<file path="config.mk">
export PLATFORM = sky130hd
export DESIGN_NAME = riscv_muldiv_wb_tracker
export DESIGN_NICKNAME = d
export VERILOG_FILES = /design/src/rtl/riscv_muldiv_wb_tracker.sv
export SDC_FILE = /design/constraint.sdc
export NUM_CORES = 1
export LEC_CHECK = 0
export ABC_AREA = 1
export BUFFER_PORTS_ARGS = -buffer_cell sky130_fd_sc_hd__buf_2
export CORE_MARGIN = 3
export CORE_UTILIZATION = 30
export CTS_CLUSTER_DIAMETER = 100
export DETAILED_ROUTE_END_ITERATION = 7
export PLACE_DENSITY = 0.63
export SLEW_MARGIN = 25
export SYNTH_ARGS = -nofsm -noshare
export SYNTH_HDL_FRONTEND = slang
export SYNTH_SLANG_ARGS = --single-unit
</file>
<file path="constraint.sdc">
create_clock -name clk -period 2.7 [get_ports clk]
set_input_delay 0.27 -clock clk [delete_from_list [all_inputs] [get_ports clk]]
set_output_delay 0.27 -clock clk [all_outputs]
set_load 0.02 [all_outputs]
</file>
<file path="src/rtl/riscv_muldiv_wb_tracker.sv">
// In-order tag tracker that turns untagged mul/div responses into registered writebacks.
// Optional macro RISCV_MULDIV_DIV0_FIXUP_EN: store divide-by-zero info per tag and patch DIV/REM results.
module riscv_muldiv_wb_tracker #(
    parameter int DEPTH = 4,
    parameter int PTRW  = 2
) (
    input  logic        clk,
    input  logic        reset,
    input  logic        issue_go,
    input  logic [2:0]  issue_fn,
    input  logic [4:0]  issue_waddr,
    input  logic [31:0] issue_a,
    input  logic [31:0] issue_b,
    output logic        issue_rdy,
    input  logic        resp_val,
    input  logic [63:0] resp_result,
    output logic        resp_rdy,
    output logic        wb_val,
    output logic [4:0]  wb_waddr,
    output logic [31:0] wb_data,
    input  logic        wb_rdy
);

    typedef enum logic [2:0] {
        FN_MUL  = 3'd0,
        FN_DIV  = 3'd1,
        FN_DIVU = 3'd2,
        FN_REM  = 3'd3,
        FN_REMU = 3'd4
    } fn_e;

    localparam logic [PTRW:0] CountFull = (PTRW+1)'(DEPTH);

    logic [2:0]      fn_q    [DEPTH];
    logic [4:0]      waddr_q [DEPTH];
    logic [PTRW-1:0] wr_ptr_q, wr_ptr_d;
    logic [PTRW-1:0] rd_ptr_q, rd_ptr_d;
    logic [PTRW:0]   count_q, count_d;
    logic            wb_val_q, wb_val_d;
    logic [4:0]      wb_waddr_q, wb_waddr_d;
    logic [31:0]     wb_data_q, wb_data_d;

    logic            full;
    logic            empty;
    logic            resp_fire;
    logic            push;
    logic [2:0]      head_fn;
    logic [31:0]     sel;

`ifdef RISCV_MULDIV_DIV0_FIXUP_EN
    logic            bzero_q [DEPTH];
    logic [31:0]     a_q     [DEPTH];
`else
    logic            unused_operands;
    assign unused_operands = ^{issue_a, issue_b};
`endif

    assign full      = (count_q == CountFull);
    assign empty     = (count_q == '0);
    assign issue_rdy = !full;
    assign resp_rdy  = (!wb_val_q || wb_rdy) && !empty;
    assign resp_fire = resp_val && resp_rdy;
    // A push into a full FIFO is only safe when the head leaves in the same cycle.
    assign push      = issue_go && (!full || resp_fire);

    assign wb_val    = wb_val_q;
    assign wb_waddr  = wb_waddr_q;
    assign wb_data   = wb_data_q;

    always_comb begin
        wr_ptr_d = wr_ptr_q;
        rd_ptr_d = rd_ptr_q;
        count_d  = count_q;
        if (push) begin
            wr_ptr_d = wr_ptr_q + 1'b1;
        end
        if (resp_fire) begin
            rd_ptr_d = rd_ptr_q + 1'b1;
        end
        count_d = count_q + (PTRW+1)'(push) - (PTRW+1)'(resp_fire);
    end

    always_comb begin
        head_fn = fn_q[rd_ptr_q];
        case (head_fn)
            FN_MUL, FN_DIV, FN_DIVU: sel = resp_result[31:0];
            FN_REM, FN_REMU:         sel = resp_result[63:32];
            default:                 sel = 'x;
        endcase
`ifdef RISCV_MULDIV_DIV0_FIXUP_EN
        if (bzero_q[rd_ptr_q]) begin
            case (head_fn)
                FN_DIV, FN_DIVU: sel = 32'hffff_ffff;
                FN_REM, FN_REMU: sel = a_q[rd_ptr_q];
                default:         sel = sel;
            endcase
        end
`endif
    end

    always_comb begin
        wb_val_d   = wb_val_q;
        wb_waddr_d = wb_waddr_q;
        wb_data_d  = wb_data_q;
        if (resp_fire) begin
            wb_val_d   = 1'b1;
            wb_waddr_d = waddr_q[rd_ptr_q];
            wb_data_d  = sel;
        end else if (wb_rdy) begin
            wb_val_d   = 1'b0;
        end
    end

    always_ff @(posedge clk) begin
        if (reset) begin
            wr_ptr_q   <= '0;
            rd_ptr_q   <= '0;
            count_q    <= '0;
            wb_val_q   <= 1'b0;
            wb_waddr_q <= '0;
            wb_data_q  <= '0;
        end else begin
            wr_ptr_q   <= wr_ptr_d;
            rd_ptr_q   <= rd_ptr_d;
            count_q    <= count_d;
            wb_val_q   <= wb_val_d;
            wb_waddr_q <= wb_waddr_d;
            wb_data_q  <= wb_data_d;
        end
    end

    // Tag payload needs no reset; it is only read behind a valid count.
    always_ff @(posedge clk) begin
        if (!reset && push) begin
            fn_q[wr_ptr_q]    <= issue_fn;
            waddr_q[wr_ptr_q] <= issue_waddr;
`ifdef RISCV_MULDIV_DIV0_FIXUP_EN
            bzero_q[wr_ptr_q] <= (issue_b == 32'd0);
            a_q[wr_ptr_q]     <= issue_a;
`endif
        end
    end

`ifndef SYNTHESIS
    always_ff @(posedge clk) begin
        if (!reset) begin
            assert (!(issue_go && full && !resp_fire))
                else $error("riscv_muldiv_wb_tracker: issue_go while tag FIFO full");
            assert (!(resp_val && empty))
                else $error("riscv_muldiv_wb_tracker: resp_val with no pending tag");
        end
    end
`endif

endmodule

</file>
==> impl_metrics.toml <==
[run_status]
status = "finished, final reports clean"

[synth]
syn_area_per_cell_sq_um = 8.443
ys_ff_latch = 79
yosysSeqAreaShare_pct = 53.00
synth_nets = 573
netlist_top_cells_area = "edfxtp_1 27%, dfxtp_1 26%, nand3_1 10%, nand2_1 9.6%, o21a_1 6.7%"
synth_top_area_share_pct = 26.78
syn_inst = 425
ys_warn_count = 0
synth_area_sq_mm = 0.003588
synth.largest_area_cell = "edfxtp_1"
synth.distinct_cells = 23

[floorplan]
dieArea_sq_mm = 0.01331
row_count = 39
io_pins = 181
start_util_pct = 31.03
die_h_microns = 115.4
core_sq_mm = 0.01156
fp.dieW_microns = 115.4

[layout]
filler_cell_count = 1179
multi_input_area_sq_mm = 0.001348
design_area_sq_mm = 0.004557
nets = 685
ff_latch_area_sq_mm = 0.001902
layout-drive-gt1-share_pct = 26.38
final_cell_mix = "116 x buf_2, 92 x nand2_1, 74 x nand3_1"
final_common_cell = "buf_2"
syn_to_final_growth_pct = 26.99
fin_util_pct = 39.40
diodes = 0

[timing]
slew_violations = 0
grt_setup_unrepaired = "false"
fmax_mhz = 477.7
slew_headroom_pct = 54.74
setup_viol = 0
hold_violations = 0
tightest_slew_ns = 0.6789
fin_crit_sh_pct = 77.53
period_minus_slack_ns = 2.093
tns_ns = 0
skew_ns = 0.007498

[cts]
cts_root_buffer = "clkbuf_16"
cts_tree = "built"
cts_buffer_depth = 2
path_clk_slew_ns = 0.06
cts_buffers = 9
cts_resized = 0
cts_hold_buf = 0
clock_sinks = 79
clk_latency_ns = 0.33
h-tree-depth = 3
postCtsSetupRepairBufs = 0

[grt]
grt_max_degree = 70
grt_pass1_vias = 2896
grt_pass1_wl_microns = 12790
grt_usage_pct = 12.09
antenna_found_initial = 1
grt_overflow = 0

[power_and_ir_drop]
combPwrFrac_pct = 38.8
clkPwrFrac_pct = 24.3
swShare_pct = 39.01
p_leak_uw = 0.002252
irDropWorstVdd_mv = 0.5602
p_switching_uw = 1750
seq_power_share_pct = 36.8
p_int_uw = 2735
powerDensity_mw_per_mm2 = 984.1

[job]
cap_viol_max_count = 0

[critical_path]
critical-path-max-stage-delay_ns = 0.38
crit_slowest_cell = "fa_1"
required_ns = 2.92
cp.arrival_ns = 2.32
crit_path_start_kind = "register"
end_kind = "register"
criticalPathCategory = "reg -> reg"
worstPathMaxFanout = 10
worstPathCellList = "nor2_1 -> nand2_1 -> nand3_1 -> buf_4 -> inv_2 -> ha_1 -> inv_1 -> ha_1 -> fa_1 -> xor2_1 -> nor2_1"

[drt]
drtIter0Drc = 157
drc = 0
ant_nets = 0
vias = 3134
via_per_inst = 4.575
routedWlPerCell_microns = 11.58
wl_microns = 7929
drt-pass1-iter-count = 4

[placement]
globalplace.congestion = 0.7225
post_dp_cell_area_sq_mm = 0.004282
post-dp-hpwl_microns = 5806
io_buffers = 116

[worst_hold_path]
min_path_type = "in -> reg"
power by group through the flow:
stage          clock network (uW)  logic, uW  registers [uW]
2_1_floorplan                   0       1110            1880
3_3_place_gp                    0       1720            1660
3_5_place_dp                    0       1760            1680
4_1_cts                      1130       1770            1660
5_1_grt                      1190       1980            1690
6_report                     1090       1740            1650
state kept, by name (all words and copies together) (netlist names), named ones only:
| name | count |
|---|---|
| count_q | 3 |
| fn_q | 12 |
| rd_ptr_q | 2 |
| waddr_q | 20 |
| wb_data | 32 |
| wb_val | 1 |
| wb_waddr | 5 |
| wr_ptr_q | 2 |
critical path: cells and delay by family (launching register included):
family | cells | cell delay [ns]
buffers and inverters | 3 | 0.27
AND/OR/NAND/NOR | 4 | 0.41
XOR/XNOR | 1 | 0.17
flip-flops | 1 | 0.33
adder cells (fa/ha/maj) | 3 | 0.82
final cells by class:
| class | instances | share of cell area (%) |
|---|---|---|
| Inverter | 54 | 4.503 |
| Timing Repair Buffer | 125 | 14.22 |
| Sequential cell | 79 | 41.74 |
| Tap cell | 143 | 3.926 |
| Multi-Input combinational cell | 268 | 29.57 |
| Clock inverter | 6 | 1.016 |
| Clock buffer | 10 | 5.025 |
per-stage QoR:
stage / setup WS (ns) / cells / hold slack (ns) / power, uW
after floorplan: 0.6113 / 425 / 0.3391 / 2998
after CTS: 0.5928 / 685 / 0.1333 / 4557
after global placement: 0.6354 / 669 / 0.4782 / 3386
after detailed placement: 0.6014 / 669 / 0.4851 / 3441
after global routing: 0.3005 / 685 / 0.1437 / 4858
final: 0.6066 / 685 / 0.1516 / 4485
cell families (layout without fill, tap and decap cells):
kind of cell | count (synthesis) | count (layout) | share of synthesized area [%]
AND/OR/NAND/NOR | 198 | 198 | 23.50
AO/OA/AOI/OAI | 61 | 61 | 10.91
XOR/XNOR | 2 | 2 | 0.4882
flip-flops | 79 | 79 | 53.00
buffers and inverters | 78 | 195 | 9.449
adder cells (fa/ha/maj) | 7 | 7 | 2.650
Yosys cell counts, drive strengths merged:
| library cell | instances |
|---|---|
| nand2 | 94 |
| nand3 | 74 |
| inv | 54 |
| dfxtp | 47 |
| edfxtp | 32 |
| o21a | 32 |
| nor2 | 29 |
| o21ai | 18 |
| buf | 16 |
| clkbuf | 8 |
| a21oi | 6 |
| ha | 6 |
| o22ai | 5 |
| xor2 | 2 |
| and2 | 1 |
| fa | 1 |
layer usage:
| layer | vias to the layer above | wire, microns | GRT usage, % |
|---|---|---|---|
| met1 | 1422 | 3387 | 13.36 |
| met3 | 6 | 556 | 3.789 |
| li1 | 1612 | - | - |
| met2 | 92 | 3938 | 21.84 |
| met4 | 2 | 36 | 4.225 |
| met5 | - | 10 | 0 |
worst paths after layout:
kind                                         endpoint                  start  slack, ns  cells past startpoint
worst min-delay path             fn_q[0][0]$_DFFE_PP_            issue_fn[0]       0.15                      1
worst max register to register  count_q[2]$_SDFF_PP0_  count_q[1]$_SDFF_PP0_       0.61                     11
worst min register to register    wb_val$_SDFFE_PP0P_    wb_val$_SDFFE_PP0P_       0.52                      2
worst max-delay path            count_q[2]$_SDFF_PP0_  count_q[1]$_SDFF_PP0_       0.61                     11
Power figures use the tool's default switching activity.
